<file path="src/rtl/awgn_pkg.sv">
// Shared constants and types for the taus88-based uniform source of the AWGN chain:
// default seeds, component minima, FSM states and the taus88 shift/mask constants.
package awgn_pkg;

  localparam logic [31:0] SEED_A0 = 32'd12345;
  localparam logic [31:0] SEED_A1 = 32'd67890;
  localparam logic [31:0] SEED_A2 = 32'd13579;
  localparam logic [31:0] SEED_B0 = 32'd24680;
  localparam logic [31:0] SEED_B1 = 32'd11111;
  localparam logic [31:0] SEED_B2 = 32'd99991;

  // A component below its minimum degenerates the generator to a short cycle.
  localparam logic [31:0] MIN_S0 = 32'd2;
  localparam logic [31:0] MIN_S1 = 32'd8;
  localparam logic [31:0] MIN_S2 = 32'd16;

  typedef enum logic [1:0] {
    ST_WARMUP = 2'd0,
    ST_RUN    = 2'd1,
    ST_LOAD   = 2'd2
  } urng_state_t;

  localparam int S0_SHL_A = 13;
  localparam int S0_SHR   = 19;
  localparam int S0_SHL_B = 12;
  localparam logic [31:0] S0_MASK = 32'hFFFF_FFFE;
  localparam int S1_SHL_A = 2;
  localparam int S1_SHR   = 25;
  localparam int S1_SHL_B = 4;
  localparam logic [31:0] S1_MASK = 32'hFFFF_FFF8;
  localparam int S2_SHL_A = 3;
  localparam int S2_SHR   = 11;
  localparam int S2_SHL_B = 17;
  localparam logic [31:0] S2_MASK = 32'hFFFF_FFF0;

  // Seed word index: 0-2 = generator A s0..s2, 3-5 = generator B s0..s2.
  function automatic logic [31:0] default_seed(input logic [2:0] idx);
    logic [31:0] seed;
    case (idx)
      3'd0:    seed = SEED_A0;
      3'd1:    seed = SEED_A1;
      3'd2:    seed = SEED_A2;
      3'd3:    seed = SEED_B0;
      3'd4:    seed = SEED_B1;
      3'd5:    seed = SEED_B2;
      default: seed = 32'd0;
    endcase
    return seed;
  endfunction

  function automatic logic [31:0] min_seed(input logic [2:0] idx);
    logic [31:0] lim;
    case (idx)
      3'd0, 3'd3: lim = MIN_S0;
      3'd1, 3'd4: lim = MIN_S1;
      default:    lim = MIN_S2;
    endcase
    return lim;
  endfunction

endpackage

</file>
<file path="src/rtl/taus88.sv">
// One combinational taus88 step: 96-bit state {s2, s1, s0} in, next state and
// the 32-bit output (XOR of the three next components) out.
module taus88
  import awgn_pkg::*;
(
  input  logic [95:0] state,
  output logic [95:0] state_next,
  output logic [31:0] out
);

  logic [31:0] s0, s1, s2;
  logic [31:0] t0, t1, t2;
  logic [31:0] n0, n1, n2;

  assign s0 = state[31:0];
  assign s1 = state[63:32];
  assign s2 = state[95:64];

  assign t0 = ((s0 << S0_SHL_A) ^ s0) >> S0_SHR;
  assign t1 = ((s1 << S1_SHL_A) ^ s1) >> S1_SHR;
  assign t2 = ((s2 << S2_SHL_A) ^ s2) >> S2_SHR;

  assign n0 = ((s0 & S0_MASK) << S0_SHL_B) ^ t0;
  assign n1 = ((s1 & S1_MASK) << S1_SHL_B) ^ t1;
  assign n2 = ((s2 & S2_MASK) << S2_SHL_B) ^ t2;

  assign state_next = {n2, n1, n0};
  assign out        = n0 ^ n1 ^ n2;

endmodule

</file>
<file path="src/rtl/taus_urng.sv">
// Dual taus88 uniform generator with seed loading and warm-up sequencing.
// Optional macro TAUS_URNG_SEED_CHECK_EN replaces below-minimum seed words by defaults.
module taus_urng
  import awgn_pkg::*;
#(
  parameter int WARMUP_CYCLES = 16
) (
  input  logic        clk,
  input  logic        rst,
  input  logic        en,
  input  logic        seed_we,
  input  logic [2:0]  seed_addr,
  input  logic [31:0] seed_data,
  input  logic        seed_start,
  output logic [47:0] u0,
  output logic [15:0] u1,
  output logic        valid
);

  localparam logic [7:0] WARM_LAST = 8'(WARMUP_CYCLES - 1);

  logic [31:0] comp_reg  [6];
  logic [31:0] comp_next [6];
  urng_state_t state_reg, state_next;
  logic [7:0]  count_reg, count_next;

  logic [95:0] a_state, b_state, a_step, b_step;
  logic [31:0] a_out, b_out;
  logic        seed_wr, do_step, run_step;
  logic [31:0] seed_word;

  assign a_state = {comp_reg[2], comp_reg[1], comp_reg[0]};
  assign b_state = {comp_reg[5], comp_reg[4], comp_reg[3]};

  taus88 u_gen_a (.state(a_state), .state_next(a_step), .out(a_out));
  taus88 u_gen_b (.state(b_state), .state_next(b_step), .out(b_out));

  // Seed writes and restarts take the cycle; the generators only step otherwise.
  assign seed_wr  = seed_we && (seed_addr < 3'd6);
  assign do_step  = !seed_wr && !seed_start &&
                    ((state_reg == ST_WARMUP) || ((state_reg == ST_RUN) && en));
  assign run_step = !seed_wr && !seed_start && (state_reg == ST_RUN) && en;

`ifdef TAUS_URNG_SEED_CHECK_EN
  assign seed_word = (seed_data < min_seed(seed_addr)) ? default_seed(seed_addr) : seed_data;
`else
  assign seed_word = seed_data;
`endif

  for (genvar gi = 0; gi < 6; gi++) begin : g_comp
    localparam logic [2:0] IDX = 3'(gi);
    logic [31:0] step_word;
    if (gi < 3) begin : g_a
      assign step_word = a_step[32*gi +: 32];
    end else begin : g_b
      assign step_word = b_step[32*(gi-3) +: 32];
    end
    assign comp_next[gi] = (seed_wr && (seed_addr == IDX)) ? seed_word :
                           do_step                          ? step_word : comp_reg[gi];
  end

  always_comb begin
    state_next = state_reg;
    count_next = count_reg;
    if (seed_start) begin
      state_next = ST_WARMUP;
      count_next = 8'd0;
    end else if (seed_wr) begin
      state_next = ST_LOAD;
    end else if (state_reg == ST_WARMUP) begin
      count_next = count_reg + 8'd1;
      if (count_reg == WARM_LAST) state_next = ST_RUN;
    end
  end

  always_ff @(posedge clk or posedge rst) begin
    if (rst) begin
      for (int i = 0; i < 6; i++) comp_reg[i] <= default_seed(3'(i));
      state_reg <= ST_WARMUP;
      count_reg <= 8'd0;
      u0        <= 48'd0;
      u1        <= 16'd0;
      valid     <= 1'b0;
    end else begin
      for (int i = 0; i < 6; i++) comp_reg[i] <= comp_next[i];
      state_reg <= state_next;
      count_reg <= count_next;
      valid     <= run_step;
      if (run_step) begin
        u0 <= {a_out, b_out[31:16]};
        u1 <= b_out[15:0];
      end
    end
  end

endmodule
</file>
<file path="config.mk">
export PLATFORM = sky130hd
export DESIGN_NAME = taus_urng
export DESIGN_NICKNAME = d
export VERILOG_FILES = /design/src/rtl/awgn_pkg.sv /design/src/rtl/taus88.sv /design/src/rtl/taus_urng.sv
export SDC_FILE = /design/constraint.sdc
export NUM_CORES = 1
export LEC_CHECK = 0
export CAP_MARGIN = 5
export CORE_MARGIN = 1
export CORE_UTILIZATION = 33
export CTS_BUF_LIST = sky130_fd_sc_hd__clkbuf_8
export DETAILED_ROUTE_END_ITERATION = 6
export SLEW_MARGIN = 20
export SYNTH_ARGS = -nofsm -noshare
export SYNTH_HDL_FRONTEND = slang
export SYNTH_SLANG_ARGS = --single-unit
</file>
<file path="constraint.sdc">
create_clock -name clk -period 10.4 [get_ports clk]
set_input_delay 1.56 -clock clk [delete_from_list [all_inputs] [get_ports clk]]
set_output_delay 1.56 -clock clk [all_outputs]
set_load 0.05 [all_outputs]
</file>
==> results.md <==
- The total power density per cell area is 298.0 nW/um^2.
- The cell row count is 72.
- The via count is 9359.
- The final hold violation count is 0.
- Combinational logic is responsible for 40.8% of the overall power.
- The wire length reported by the detailed router is 39230 um.
- The final-report max-slew violation count came to 0.
- The layout-stage area growth over the synthesis result is 18.11%.
- The floorplan die area is 39970 sq um.
- The net count of the mapped netlist is 1266.
- The switching share of power is 40.56%.
- Entering global routing, the biggest net connects 124 pins.
- The path class of the lowest-slack min-delay path is register to register.
- In the routed layout, each cell is associated on average with a via count of 5.051.
- The post-synthesis instance area is 12930 sq um.
- After synthesis, the mean cell area works out to 10.55 sq um.
- After layout, the worst path uses 46.11% of the clock period.
- The pre-antenna-repair detailed-routing pass consisted of 5 iterations.
- Clock-pin slew was measured on the worst setup and hold paths at 0.06 ns.
- The most used flip-flop cell after synthesis is sky130_fd_sc_hd__dfrtp_1.
- The tool flagged a number of max-cap violations equal to 0.
- After clock tree synthesis, the repair step resized 0 gates.
- The number of global-route vias before repair is 9332.
- The mean routed wirelength per cell is 21.17 um.
- The count of state elements after synthesis is 251.
- The fraction of the yosys area taken by sequential cells is 48.89%.
- Derived from the worst setup path, the maximum achievable clock frequency is 0.2086 GHz.
- Setup repair after global routing left no endpoint under its margin.
- Counting flops with a built-in enable in the synthesized netlist gives 0.
- In this run the remaining antenna-violating nets after routing total 0.
- The number of different library cells used by synthesis comes to 36.
- For this design, the sink count on the clock tree is 251.
- The flop-to-flop setup slack is 7.06 ns.
- The initial antenna violation count is 0.
- The launching element type of the critical path is a primary input.
- During synthesis, Yosys emitted a total of 0 warnings.
- The maximum ir drop on the vdd rail is 0.1045 mV.
- The run finished with clean final reports.
- In this run the worst path has a maximum fanout of 74.
- Along the worst hold path, the cell count comes to 1.
- Hold is met by 0.4853 ns.
- Global routing finished with a remaining overflow of 0.
- In this run the vertical extent of the chip is 199.9 um.
- The wire length of the first global-routing pass is 59850 um.
- Sequential cells account for 39.4% of the total power.
- The total of buffers placed on input and output ports is 103.
- For this run, the post-layout net count is 1343.
- Headroom to the max-slew limit came out at 27.15%.
- The repair_antennas step left the layout with diodes totalling 0.
- Summed over all cells, the static leakage comes to 6.408 nW.
- The TritonCTS clock tree is done.
- The global router's overall resource usage is 20.18%.
- The internal power summed over all cells is 0.002704 W.
- Setup violations remaining at the end of the flow were counted as 0.
- The path depth of the worst reg2reg path is 6.
- The root buffer cell is sky130_fd_sc_hd__clkbuf_8.
- The type of element capturing the critical path is a register.
- The remaining design rule violation count is 0.
- STA puts the critical path data required time at 10.85 ns.
- The number of violations reported at the end of detailed-routing iteration 0 is 731.
- The number of primary I/O pins is 105.
- At the pin with the least slew margin, the transition time is 1.093 ns.
- The HPWL after detailed placement is 26620 um.
- The region available for standard cell placement spans 38650 sq um.
- The number of hold buffers added after cts is 0.
- The clock insertion delay at the later pin of the skew report is 0.58 ns.
- The placer congestion estimate is 0.8796.
- The clock tree skew after final layout is 0.02237 ns.
- Of all flip-flops after synthesis, the portion carrying an async set or reset was 100.0%.
- The number of buffers inserted to repair setup after CTS is 0.
- The H-tree was split into 2 levels.
- Synthesis handed over a netlist of 1225 instances.
- STA puts the critical path data arrival time at 5.24 ns.
- Subtracting the final worst setup slack from the clock period gives 4.795 ns.
- The setup path with the least slack is of type primary input to register.
- The net switching power is 0.001845 W.
- The setup TNS is 0 ns.
- The part of the power in the clock network is 19.8%.
- The die boundary width is 199.9 um.
- The TritonCTS buffer count is 43.
- The fraction of final layout cells with drive strength greater than 1 is 10.86%.
- The longest clock path from root to sink contains 3 buffers.
- The starting utilization of the core area is 33.45%.
## cell usage after synthesis (20+ instances only)
library cell,number,area (sq um)
sky130_fd_sc_hd__a21oi_1,24,120.1
sky130_fd_sc_hd__a31oi_1,61,381.6
sky130_fd_sc_hd__buf_2,20,100.1
sky130_fd_sc_hd__clkbuf_1,50,187.7
sky130_fd_sc_hd__dfrtp_1,220,5505
sky130_fd_sc_hd__dfstp_2,31,814.5
sky130_fd_sc_hd__mux2_1,66,743.2
sky130_fd_sc_hd__mux2_2,23,259.0
sky130_fd_sc_hd__mux2i_1,105,1051
sky130_fd_sc_hd__nand2_1,182,683.2
sky130_fd_sc_hd__nor2_1,66,247.7
sky130_fd_sc_hd__o21ai_1,104,520.5
sky130_fd_sc_hd__xnor2_1,170,1489
sky130_fd_sc_hd__xor2_1,44,385.4
## cell families after synthesis
group                      count (synthesis)  synth area share [%]
muxes                                    194                 15.88
xor gates and xnor gates                 214                 14.50
AOI/OAI and AO/OA                        204                 9.050
DFF                                      251                 48.89
buffers and inverters                     86                 3.097
adders and majority gates                  1               0.09677
and+or+nand+nor                          275                 8.488
## metal layers
| metal | routed length (um) | global-route usage [%] | vias up |
|---|---|---|---|
| met5 | 0 | 0 | - |
| met4 | 1101 | 6.955 | 0 |
| met3 | 2639 | 3.797 | 59 |
| met2 | 17680 | 30.65 | 301 |
| met1 | 17810 | 28.71 | 4671 |
| li1 | - | - | 4328 |
## placed cells by master (no fill, tap or decap), drive strengths merged, types with 2 or more instances in the layout
| cell | count |
|---|---|
| nand2 | 182 |
| nor2b | 2 |
| dfstp | 31 |
| dfrtp | 220 |
| clkinvlp | 2 |
| inv | 17 |
| nand3 | 5 |
| clkdlybuf4s50 | 103 |
| clkbuf | 55 |
| mux2 | 89 |
| nor2 | 68 |
| nor4 | 3 |
| xnor2 | 170 |
| buf | 14 |
| mux2i | 105 |
| nand2b | 5 |
| a21oi | 24 |
| nor3 | 4 |
| a31oi | 61 |
| a221o | 11 |
| o21ai | 104 |
| xor2 | 44 |
| clkinv | 5 |
## power groups by stage
stage               Clock [W]  Sequential [W]  Combinational [W]
floorplan                   0         0.00159            0.00144
global placement            0         0.00179            0.00183
detailed placement          0         0.00180            0.00185
CTS                  0.000922         0.00179            0.00187
global route         0.000960         0.00183            0.00203
finish               0.000899         0.00179            0.00186
## critical path, stage by stage
cell,delay [ns]
sky130_fd_sc_hd__clkdlybuf4s50_1,0.66
sky130_fd_sc_hd__a21bo_2,0.66
sky130_fd_sc_hd__and3_4,0.89
sky130_fd_sc_hd__buf_4,0.92
sky130_fd_sc_hd__a21oi_1,0.14
sky130_fd_sc_hd__mux2_2,0.31
## area by class of cell
cell class,count,area [sq um]
Tap cell,518,648.1
Multi-Input combinational cell,888,6259
Sequential cell,251,6320
Clock buffer,55,757.0
Timing Repair Buffer,117,1169
Inverter,1,11.26
Clock inverter,23,105.1
Fill cell,3777,23380
## path summary, 6_finish.rpt
check                             start          to
setup / recovery           seed_addr[1]  b_state[8]
hold / removal                   u0[32]      u0[32]
setup reg to reg           state_reg[1]  b_state[8]
hold reg to reg                  u0[32]      u0[32]
max in group asynchronous           rst       valid
min in group asynchronous           rst       u1[8]
## stage by stage
| step | cells | util, % | power (W) | setup slack, ns | cell area [sq um] |
|---|---|---|---|---|---|
| CTS | 1851 | 39.38 | 0.004576 | 5.657 | 15220 |
| global route | 1853 | 39.51 | 0.004822 | 5.460 | 15270 |
| finish | 1853 | 39.51 | 0.004550 | 5.605 | 15270 |
| global placement | 1773 | 37.15 | 0.003623 | 5.110 | 14360 |
| floorplan | 1225 | - | 0.003032 | 1.991 | 12930 |
| detailed placement | 1773 | 37.15 | 0.003653 | 5.045 | 14360 |
Note: power is estimated with default switching activity, not from simulation.
